[src/rtl/comb_sweep_pkg.sv]
// Shared definitions for the combinational sweep checker.
//   - state_e  : FSM encoding (IDLE=0, RUN=1, DONE=2)
//   - bin2gray : binary-to-reflected-Gray mapping on a MAX_N_IN-bit index
package comb_sweep_pkg;

    localparam int unsigned MAX_N_IN = 16;

    typedef enum logic [1:0] {
        StIdle = 2'd0,
        StRun  = 2'd1,
        StDone = 2'd2
    } state_e;

    function automatic logic [MAX_N_IN-1:0] bin2gray(input logic [MAX_N_IN-1:0] idx);
        return idx ^ (idx >> 1);
    endfunction

endpackage

[src/rtl/sweep_index_gen.sv]
// Vector index generator for the sweep checker.
// Holds the sweep index, the per-vector hold counter, the latched sweep order
// and the registered vector driven to the DUT.
// Ports:
//   i_clk, i_rst   clock, asynchronous active-high reset
//   i_clear        accepted start: restart at vector 0 and latch i_gray_mode
//   i_gray_mode    sweep order for the next sweep (0 binary, 1 Gray)
//   i_run          advance enable (RUN and not aborting)
//   o_vec_out      vector currently driven to the DUT
//   o_sample       this edge samples the DUT output for o_vec_out
//   o_last         current index is the final vector of the sweep
module sweep_index_gen
    import comb_sweep_pkg::*;
#(
    parameter int unsigned N_IN        = 5,
    parameter int unsigned HOLD_CYCLES = 1
) (
    input  logic            i_clk,
    input  logic            i_rst,
    input  logic            i_clear,
    input  logic            i_gray_mode,
    input  logic            i_run,
    output logic [N_IN-1:0] o_vec_out,
    output logic            o_sample,
    output logic            o_last
);

    localparam int unsigned HOLD_W = (HOLD_CYCLES > 1) ? $clog2(HOLD_CYCLES) : 1;
    localparam int unsigned IDX_W  = N_IN + 1;
    localparam logic [HOLD_W-1:0] HOLD_LAST = HOLD_W'(HOLD_CYCLES - 1);
    localparam logic [IDX_W-1:0]  IDX_LAST  = IDX_W'((1 << N_IN) - 1);

    logic              r_gray;
    logic [IDX_W-1:0]  r_idx;
    logic [HOLD_W-1:0] r_hold;
    logic [N_IN-1:0]   r_vec;
    logic [N_IN-1:0]   w_idx_next;
    logic [N_IN-1:0]   w_vec_next;

    // The index is one bit wider than a vector so the terminal compare never wraps;
    // only the low bits are ever mapped onto the DUT.
    assign w_idx_next = N_IN'(r_idx + 1'b1);
    assign w_vec_next = r_gray ? N_IN'(bin2gray(MAX_N_IN'(w_idx_next))) : w_idx_next;

    assign o_sample  = i_run && (r_hold == HOLD_LAST);
    assign o_last    = (r_idx == IDX_LAST);
    assign o_vec_out = r_vec;

    always_ff @(posedge i_clk or posedge i_rst) begin
        if (i_rst) begin
            r_gray <= 1'b0;
            r_idx  <= '0;
            r_hold <= '0;
            r_vec  <= '0;
        end else if (i_clear) begin
            r_gray <= i_gray_mode;
            r_idx  <= '0;
            r_hold <= '0;
            r_vec  <= '0;
        end else if (i_run) begin
            if (r_hold == HOLD_LAST) begin
                r_hold <= '0;
                // On the last vector the index stays put so vec_out holds it in DONE.
                if (!o_last) begin
                    r_idx <= r_idx + 1'b1;
                    r_vec <= w_vec_next;
                end
            end else begin
                r_hold <= r_hold + 1'b1;
            end
        end
    end

endmodule

[config.mk]
export PLATFORM = sky130hd
export DESIGN_NAME = sweep_index_gen
export DESIGN_NICKNAME = d
export VERILOG_FILES = /design/src/rtl/comb_sweep_pkg.sv /design/src/rtl/sweep_index_gen.sv
export SDC_FILE = /design/constraint.sdc
export NUM_CORES = 1
export LEC_CHECK = 0
export BUFFER_PORTS_ARGS = -buffer_cell sky130_fd_sc_hd__buf_2
export CAP_MARGIN = 20
export CORE_AREA = 2 2 39 41
export CTS_CLUSTER_DIAMETER = 150
export DETAILED_ROUTE_END_ITERATION = 8
export DIE_AREA = 0 0 41 43
export HOLD_SLACK_MARGIN = 0.06
export PLACE_DENSITY = 0.7
export SYNTH_ARGS = -nofsm -noshare
export SYNTH_HDL_FRONTEND = slang
export SYNTH_SLANG_ARGS = --single-unit
export TNS_END_PERCENT = 1
[constraint.sdc]
create_clock -name i_clk -period 4.54 [get_ports i_clk]
set_input_delay 0.908 -clock i_clk [delete_from_list [all_inputs] [get_ports i_clk]]
set_output_delay 0.908 -clock i_clk [all_outputs]
set_load 0.005 [all_outputs]
==> flow_summary.yaml, run 1 <==
die:
  io_pins: 12
  core_area_um2: 1384
  die_w_um: 41
  initial_core_util: 0.4530
  dieArea_um2: 1763
  rows: 14
  die_h_um: 43
logic_synthesis:
  ys_seq_area_frac: 0.4391
  yosys.area.top_type_share: 0.4391
  synthAdderAreaFrac: 0.01996
  synthArstFlopShare: 1.000
  synth_top_family_by_area: "simple AND/OR/NAND/NOR gates"
  synth_ff_type: "dfrtp_1"
  synth_largest_area_cell: "dfrtp_1"
  yosys.area_share.simple: 0.1916
  ys_top_cells_by_area: "dfrtp_1 44%, xor2_1 8.4%, nor2_1 4.8%, mux2i_1 3.2%, and3_1 3.0%"
  yosysWarnings: 0
  yosysUniqueCellTypes: 28
  synth_xor_area_frac: 0.1118
  synth_edf_count: 0
  synth-seq-cells: 11
  syn_nets: 69
  synth_compound_area_frac: 0.1397
  syn_area_um2: 626.9
  syn_area_per_cell_um2: 9.950
  syn_inst: 63
  synthMuxAreaShare: 0.04990
grt:
  grt_max_degree: 15
  overflow: 0
  grt_pass1_vias: 453
  antenna_found_initial: 0
  grt_first_pass_wirelength_mm: 1.945
  grt_usage: 0.1672
power_and_ir_drop:
  combPwrFrac: 0.116
  p_clk_frac: 0.349
  pwr-share-seq: 0.536
  power_switching_mw: 0.05248
  p_leak_nw: 0.3491
  swShare: 0.2635
  p_per_area_nw_per_um2: 280.7
  p_int_mw: 0.1467
  vdd_drop_max_mv: 0.1663
setup_path:
  timing_worst_setup_path_type: "flip-flop to primary output"
  reg2reg_slack_ns: 2.98
  cp.arrival_ns: 1.35
  crit_fanout: 6
  start_kind: "flip-flop"
  critPathCaptureType: "primary output"
  critPathRequiredTime_ns: 3.63
finish:
  fillers: 134
  fin_nets: 82
  antennaDiodeCount: 0
  drive_gt1_frac: 0.2400
  multiInputGateArea_um2: 321.6
  area_growth_pct: 13.17
  register_area_um2: 275.3
sta:
  worstMarginPinSlew_ns: 0.4257
  tns_ns: 0
  finalSetupViolCount: 0
  slew_viol_final: 0
  min_period_ns: 2.262
  finClkSkew_ns: 0.003010
  rsz0062_at_grt: "no"
  relSlewSlack: 0.7159
  finalHoldViolCount: 0
  fmax_mhz: 442.0
  holdWs_ns: 0.5305
  finalCritPeriodShare: 0.4983
cts:
  clk_latency_ns: 0.28
  cts_resized: 0
  cts_tree: "done"
  clockBufferDepth: 2
  h-tree-depth: 1
  path_clk_slew_ns: 0.07
  cts_root_buf: "clkbuf_4"
  cts_buffers: 3
  cts.sinks: 11
  hold_buffers: 0
  post_cts_buffers: 0
drt:
  avgRoutedWirePerCell_um: 12.92
  first_pass_iters: 4
  postRouteWirelength_mm: 1.176
  drtAntennaViolNets: 0
  vias: 487
  drc_errors: 0
  vias_per_cell: 5.352
  drt-initial-drc-count: 4
status:
  status: "finished, final reports clean"
placed_design:
  port_buffers: 11
  dp_hpwl_um: 870.5
  place_congestion: 0.7129
hold_path:
  hold_path_class: "flip-flop to flip-flop"
flow_run:
  cap_violations: 0
-- state kept, by name, indices dropped and copies added (netlist names) --
signal / count
o_vec_out: 4
r_idx: 6
r_gray: 1
-- Yosys cell counts (2+ instances only) --
cell / n
nand3b_1: 2
buf_4: 2
a21oi_1: 3
mux2i_1: 2
dfrtp_1: 11
xor2_1: 6
nand3_1: 2
nor2_1: 8
xnor2_1: 2
inv_1: 3
and3_1: 3
nand2_1: 3
-- cells in the final DEF, fill, tap and decap left out, types with 3 or more instances in the layout --
cell,count
xor2_1,6
and3_1,3
dfrtp_1,11
a21oi_1,3
inv_1,3
clkbuf_4,3
nand2_1,3
nor2_1,8
buf_2,11
-- path summary, 6_finish.rpt --
kind | from | endpoint | cells after the start
min | o_vec_out[0] | o_vec_out[0] | 2
min in group asynchronous | i_rst | r_idx[2] | 2
max in group asynchronous | i_rst | r_gray | 2
min reg2reg | o_vec_out[0] | o_vec_out[0] | 2
max | r_idx[0] | o_last | 4
max reg2reg | r_idx[0] | o_vec_out[3] | 5
-- metrics by stage --
step	utilization	total power, mW	cell area, um2	setup slack (ns)	instances
floorplan	-	0.1241	626.9	2.613	63
global placement	0.4937	0.1314	683.2	2.470	87
detailed placement	0.4937	0.1321	683.2	2.460	87
CTS	0.5127	0.2004	709.4	2.274	91
global route	0.5127	0.2097	709.4	2.189	91
finish	0.5127	0.1992	709.4	2.278	91
-- per-layer routing --
metal | GRT usage | vias up | part of all wire
li1 | - | 241 | -
met1 | 0.2162 | 230 | 0.47
met2 | 0.2375 | 11 | 0.46
met3 | 0.03141 | 5 | 0.039
met4 | 0.1200 | 0 | 0.032
met5 | 0 | - | 0
-- cell families (layout without fill, tap and decap cells) --
logic type               Yosys count  count (layout)
AND/OR/NAND/NOR                   23              23
AO/OA/AOI/OAI                     11              11
flip-flops                        11              11
XOR/XNOR                           8               8
buffers and inverters              6              18
multiplexers                       3               3
adder cells (fa/ha/maj)            1               1
-- power groups by stage --
| stage | combinational [mW] | sequential [mW] | clock [mW] |
|---|---|---|---|
| 2_1_floorplan | 0.0159 | 0.108 | 0 |
| 4_1_cts | 0.0235 | 0.107 | 0.0702 |
| 5_1_grt | 0.0263 | 0.108 | 0.0758 |
| 3_5_place_dp | 0.0235 | 0.109 | 0 |
| 3_3_place_gp | 0.0229 | 0.108 | 0 |
| 6_report | 0.0231 | 0.107 | 0.0694 |
-- cell type report --
class / count / area share
sequential: 11 / 0.3880
timing repair buffer: 11 / 0.07760
clock buffer: 4 / 0.03704
multi-input combinational: 46 / 0.4533
tap: 16 / 0.02822
inverter: 3 / 0.01587
-- critical path, cell delays in order, from the launching register on --
cell and delay [ns]:
dfrtp_1 0.40, ha_1 0.25, nand3_2 0.17, nor2_1 0.13
buf_2 0.12
Note: power is estimated with default switching activity, not from simulation.
==> run 2: changes to the inputs <==
CORE_AREA = unset   (was 2 2 39 41)
CORE_MARGIN = 2   (was unset)
CORE_UTILIZATION = 46   (was unset)
DIE_AREA = unset   (was 0 0 41 43)
PLACE_DENSITY = 0.71   (was 0.7)
clock period = 1.85 ns   (was 4.54 ns; I/O delays follow)
==> flow_summary.yaml, run 2 (synthesized netlist as in run 1, its figures left out) <==
placed_design:
  dp_hpwl_um: 862.5
  port_buffers: 11
  place_congestion: 0.8034
setup_path:
  critPathRequiredTime_ns: 1.48
  reg2reg_slack_ns: 0.23
  start_kind: "flip-flop"
  timing_worst_setup_path_type: "flip-flop to primary output"
  crit_fanout: 6
  worst_r2r_endpoint: "o_vec_out[3]"
  cp.arrival_ns: 1.32
  critPathCaptureType: "primary output"
  r2r_cells: 5
  r2r-start: "r_idx[0]"
grt:
  grt_max_degree: 15
  grt_pass1_vias: 436
  overflow: 0
  antenna_found_initial: 0
  grt.busiest_layer: "met2"
  met2_usage: 0.2656
  grt_usage: 0.1811
  met3_usage: 0.09783
  grt_first_pass_wirelength_mm: 1.876
  met1_usage: 0.2279
cts:
  cts_tree: "done"
  cts_buffers: 3
  cts.sinks: 11
  h-tree-depth: 1
  hold_buffers: 0
  clk_latency_ns: 0.27
  clockBufferDepth: 2
  post_cts_buffers: 0
  cts_resized: 0
  path_clk_slew_ns: 0.07
  cts_root_buf: "clkbuf_4"
sta:
  tns_ns: 0
  holdWs_ns: 0.08860
  finClkSkew_ns: 0.002972
  fmax_mhz: 590.1
  rsz0062_at_grt: "no"
  finalHoldViolCount: 0
  worstMarginPinSlew_ns: 0.4425
  min_period_ns: 1.695
  slew_viol_final: 0
  finalSetupViolCount: 0
  relSlewSlack: 0.7046
  finalCritPeriodShare: 0.9160
drt:
  drtAntennaViolNets: 0
  first_pass_iters: 4
  vias: 489
  drt-initial-drc-count: 11
  vias_per_cell: 5.433
  drc_errors: 0
  avgRoutedWirePerCell_um: 13.48
  postRouteWirelength_mm: 1.213
finish:
  antennaDiodeCount: 0
  largest_reg_flops: 6
  register_area_um2: 275.3
  fillers: 127
  final_cell_mix: "11 x buf_2, 11 x dfrtp_1, 8 x nor2_1, 6 x xor2_1"
  drive_gt1_frac: 0.2400
  area_growth_pct: 12.97
  fin_nets: 82
  multiInputGateArea_um2: 321.6
  regMostFlops: "r_idx"
die:
  dieArea_um2: 1674
  io_pins: 12
  initial_core_util: 0.4878
  die_h_um: 40.92
  rows: 13
  core_area_um2: 1285
  die_w_um: 40.92
power_and_ir_drop:
  p_total_mw: 0.4852
  p_leak_nw: 0.3491
  vdd_drop_max_mv: 0.4683
  p_per_area_nw_per_um2: 685.1
status:
  status: "finished, final reports clean"
hold_path:
  hold_path_class: "primary input to asynchronous set/reset pin"
flow_run:
  cap_violations: 0
==> run 2: area by class of cell <==
cell class | count | share of cell area
inverters | 3 | 0.01590
multi-input cells | 46 | 0.4541
clock buffers | 4 | 0.03710
well taps | 15 | 0.02650
repair buffers | 11 | 0.07774
flip-flops and latches | 11 | 0.3887
==> run 2: where the power goes <==
group          internal [mW]  switching, mW  total, mW
Clock                 0.0835         0.0822      0.166
Sequential             0.251         0.0112      0.262
Combinational         0.0251         0.0319     0.0571
Total                  0.360          0.125      0.485
==> run 2: layer usage <==
metal | share of wire | up-vias
li1 | - | 249
met1 | 0.47 | 228
met2 | 0.46 | 10
met3 | 0.052 | 2
met4 | 0.0082 | 0
met5 | 0 | -
==> run 2: worst max-delay path by stage <==
stage,slack (ns),cells past startpoint,from,endpoint
floorplan,0.42,5,r_idx[0],o_vec_out[3]
global placement,0.36,5,r_idx[0],o_vec_out[3]
detailed placement,0.24,5,r_idx[1],o_vec_out[3]
CTS,0.14,4,r_idx[0],o_last
global route,0.05,4,r_idx[0],o_last
finish,0.16,4,r_idx[0],o_last
==> run 2: worst max-delay path, cell delays in order, from the launching register on <==
cell	delay, ns
dfrtp_1	0.39
ha_1	0.25
nand3_2	0.17
nor2_1	0.13
buf_2	0.12
==> run 2: through the flow <==
| stage | instances | cell area [um2] | setup WS [ns] | util |
|---|---|---|---|---|
| 3_5_place_dp | 86 | 681.9 | 0.2414 | 0.5307 |
| 6_report | 90 | 708.2 | 0.1554 | 0.5511 |
| 4_1_cts | 90 | 708.2 | 0.1369 | 0.5511 |
| 2_1_floorplan | 63 | 626.9 | 0.4226 | - |
| 3_3_place_gp | 86 | 681.9 | 0.3571 | 0.5307 |
| 5_1_grt | 90 | 708.2 | 0.04505 | 0.5511 |
==> run 3: changes to the inputs <==
CORE_AREA = 2 2 39 41   (was unset)
CORE_MARGIN = unset   (was 2)
CORE_UTILIZATION = unset   (was 46)
DIE_AREA = 0 0 41 43   (was unset)
PLACE_DENSITY = 0.7   (was 0.71)
clock period = 1.7 ns   (was 1.85 ns; I/O delays follow)
==> flow_summary.yaml, run 3 (synthesized netlist as in run 1, its figures left out) <==
status:
  status: "finished, final reports clean"
finish:
  drive_gt1_frac: 0.2727
  multiInputGateArea_um2: 331.6
  antennaDiodeCount: 0
  fin_nets: 84
  register_area_um2: 275.3
  final_cell_mix: "11 x buf_2, 11 x dfrtp_1, 8 x nor2_1, 6 x xor2_1"
  area_growth_pct: 17.17
  fillers: 144
  largest_reg_flops: 6
  finalNonFillerCells: 93
  regMostFlops: "r_idx"
drt:
  vias_per_cell: 5.269
  vias: 490
  drtAntennaViolNets: 0
  drc_errors: 0
  drt-initial-drc-count: 8
  avgRoutedWirePerCell_um: 12.26
  postRouteWirelength_mm: 1.140
  first_pass_iters: 2
cts:
  h-tree-depth: 1
  clockBufferDepth: 2
  cts_root_buf: "clkbuf_4"
  cts.sinks: 11
  clk_latency_ns: 0.26
  hold_buffers: 0
  cts_tree: "done"
  cts_buffers: 3
  path_clk_slew_ns: 0.07
setup_path:
  critical_path.max_stage_delay_ns: 0.39
  cp.arrival_ns: 1.26
  critPathCaptureType: "primary output"
  timing_worst_setup_path_type: "flip-flop to primary output"
  start_kind: "flip-flop"
  r2r_cells: 5
  r2r-start: "r_idx[0]"
  critPathRequiredTime_ns: 1.36
  worst_r2r_endpoint: "o_vec_out[2]"
  cp_num_buf_inv: 1
  crit_fanout: 6
  reg2reg_slack_ns: 0.22
  slowest_stage: "dfrtp_1"
  crit_chain: "ha_2, nand3_4, nor2_1, buf_2"
  cpLargestDelayFamily: "flip-flops"
sta:
  tns_ns: 0
  slew_viol_final: 0
  finalCritPeriodShare: 0.9431
  min_period_ns: 1.603
  finClkSkew_ns: 0.002626
  fmax_mhz: 623.7
  finalHoldViolCount: 0
  rsz0062_at_grt: "no"
  worstMarginPinSlew_ns: 0.4279
  relSlewSlack: 0.7144
  finalSetupViolCount: 0
die:
  die_h_um: 43
  die_w_um: 41
  rows: 14
  io_pins: 12
  core_area_um2: 1384
  dieArea_um2: 1763
  initial_core_util: 0.4530
grt:
  overflow: 0
  grt_usage: 0.1607
  antenna_found_initial: 0
  grt_max_degree: 15
  grt_first_pass_wirelength_mm: 1.911
  grt_pass1_vias: 446
power_and_ir_drop:
  power_switching_mw: 0.1310
  combPwrFrac: 0.136
  vdd_drop_max_mv: 0.3646
  p_per_area_nw_per_um2: 719.4
  p_leak_nw: 0.3571
  swShare: 0.2479
  p_clk_frac: 0.327
  pwr-share-seq: 0.537
  p_int_mw: 0.3974
placed_design:
  place_inst: 87
  place_congestion: 0.7730
  port_buffers: 11
  dp_hpwl_um: 822.2
hold_path:
  hold_path_class: "primary input to asynchronous set/reset pin"
flow_run:
  cap_violations: 0
## run 3: changes by cell type in the layout (fill, tap and decap cells not counted), sizes merged
cell  change
buf       +2
## run 3: worst reg2reg max path, delay by kind of cell (launching register included)
kind | cells | cell delay, ns
AOI/OAI and AO/OA | 1 | 0.43
DFF | 1 | 0.39
and+or+nand+nor | 2 | 0.27
xor gates and xnor gates | 1 | 0.18
buffers and inverters | 1 | 0.15
## run 3: per-stage QoR
stage          hold WS (ns)  power (mW)  utilization  setup slack (ns)  instance area, um2
2_1_floorplan        0.1924      0.3314            -            0.2726               626.9
3_3_place_gp         0.3569      0.3513       0.4937            0.2227               683.2
3_5_place_dp         0.3576      0.3538       0.4937            0.1513               683.2
4_1_cts             0.06563      0.5315       0.5127          0.005260               709.4
5_1_grt             0.08548      0.5637       0.5307           0.01137               734.5
6_report            0.05983      0.5284       0.5307           0.09668               734.5
## run 3: area by class of cell
cell class,count,share of cell area
inverter,3,0.01533
tap,16,0.02726
multi-input combinational,46,0.4514
clock buffer,4,0.03578
sequential,11,0.3748
timing repair buffer,13,0.09540
## run 3: power groups by stage
stage / combinational, mW / clock [mW] / sequential, mW
floorplan: 0.0426 / 0 / 0.289
global placement: 0.0614 / 0 / 0.290
detailed placement: 0.0634 / 0 / 0.290
CTS: 0.0637 / 0.182 / 0.285
global route: 0.0818 / 0.196 / 0.286
finish: 0.0717 / 0.173 / 0.284
## run 3: how the worst max path moves through the flow
stage                    to  depth (start not counted)  startpoint  slack [ns]
3_5_place_dp   o_vec_out[3]                          5    r_idx[0]        0.15
6_report             o_last                          4    r_idx[1]         0.1
5_1_grt              o_last                          4    r_idx[1]        0.01
3_3_place_gp   o_vec_out[3]                          5    r_idx[0]        0.22
4_1_cts              o_last                          4    r_idx[0]       0.005
2_1_floorplan  o_vec_out[3]                          5    r_idx[0]        0.27
## run 3: what timing repair did
item / CTS / global route
hold endpoints to repair: 0 / 0
gates resized for setup: 0 / 2
endpoints found under the setup margin: 0 / 1
buffers inserted: 0 / 2
## run 3: metal layers
metal	routed length (um)	track usage	vias to the layer above
met1	527	0.2248	233
met4	9	0.1000	0
met5	0	0	-
met2	562	0.2188	8
met3	41	0.03141	2
li1	-	-	247
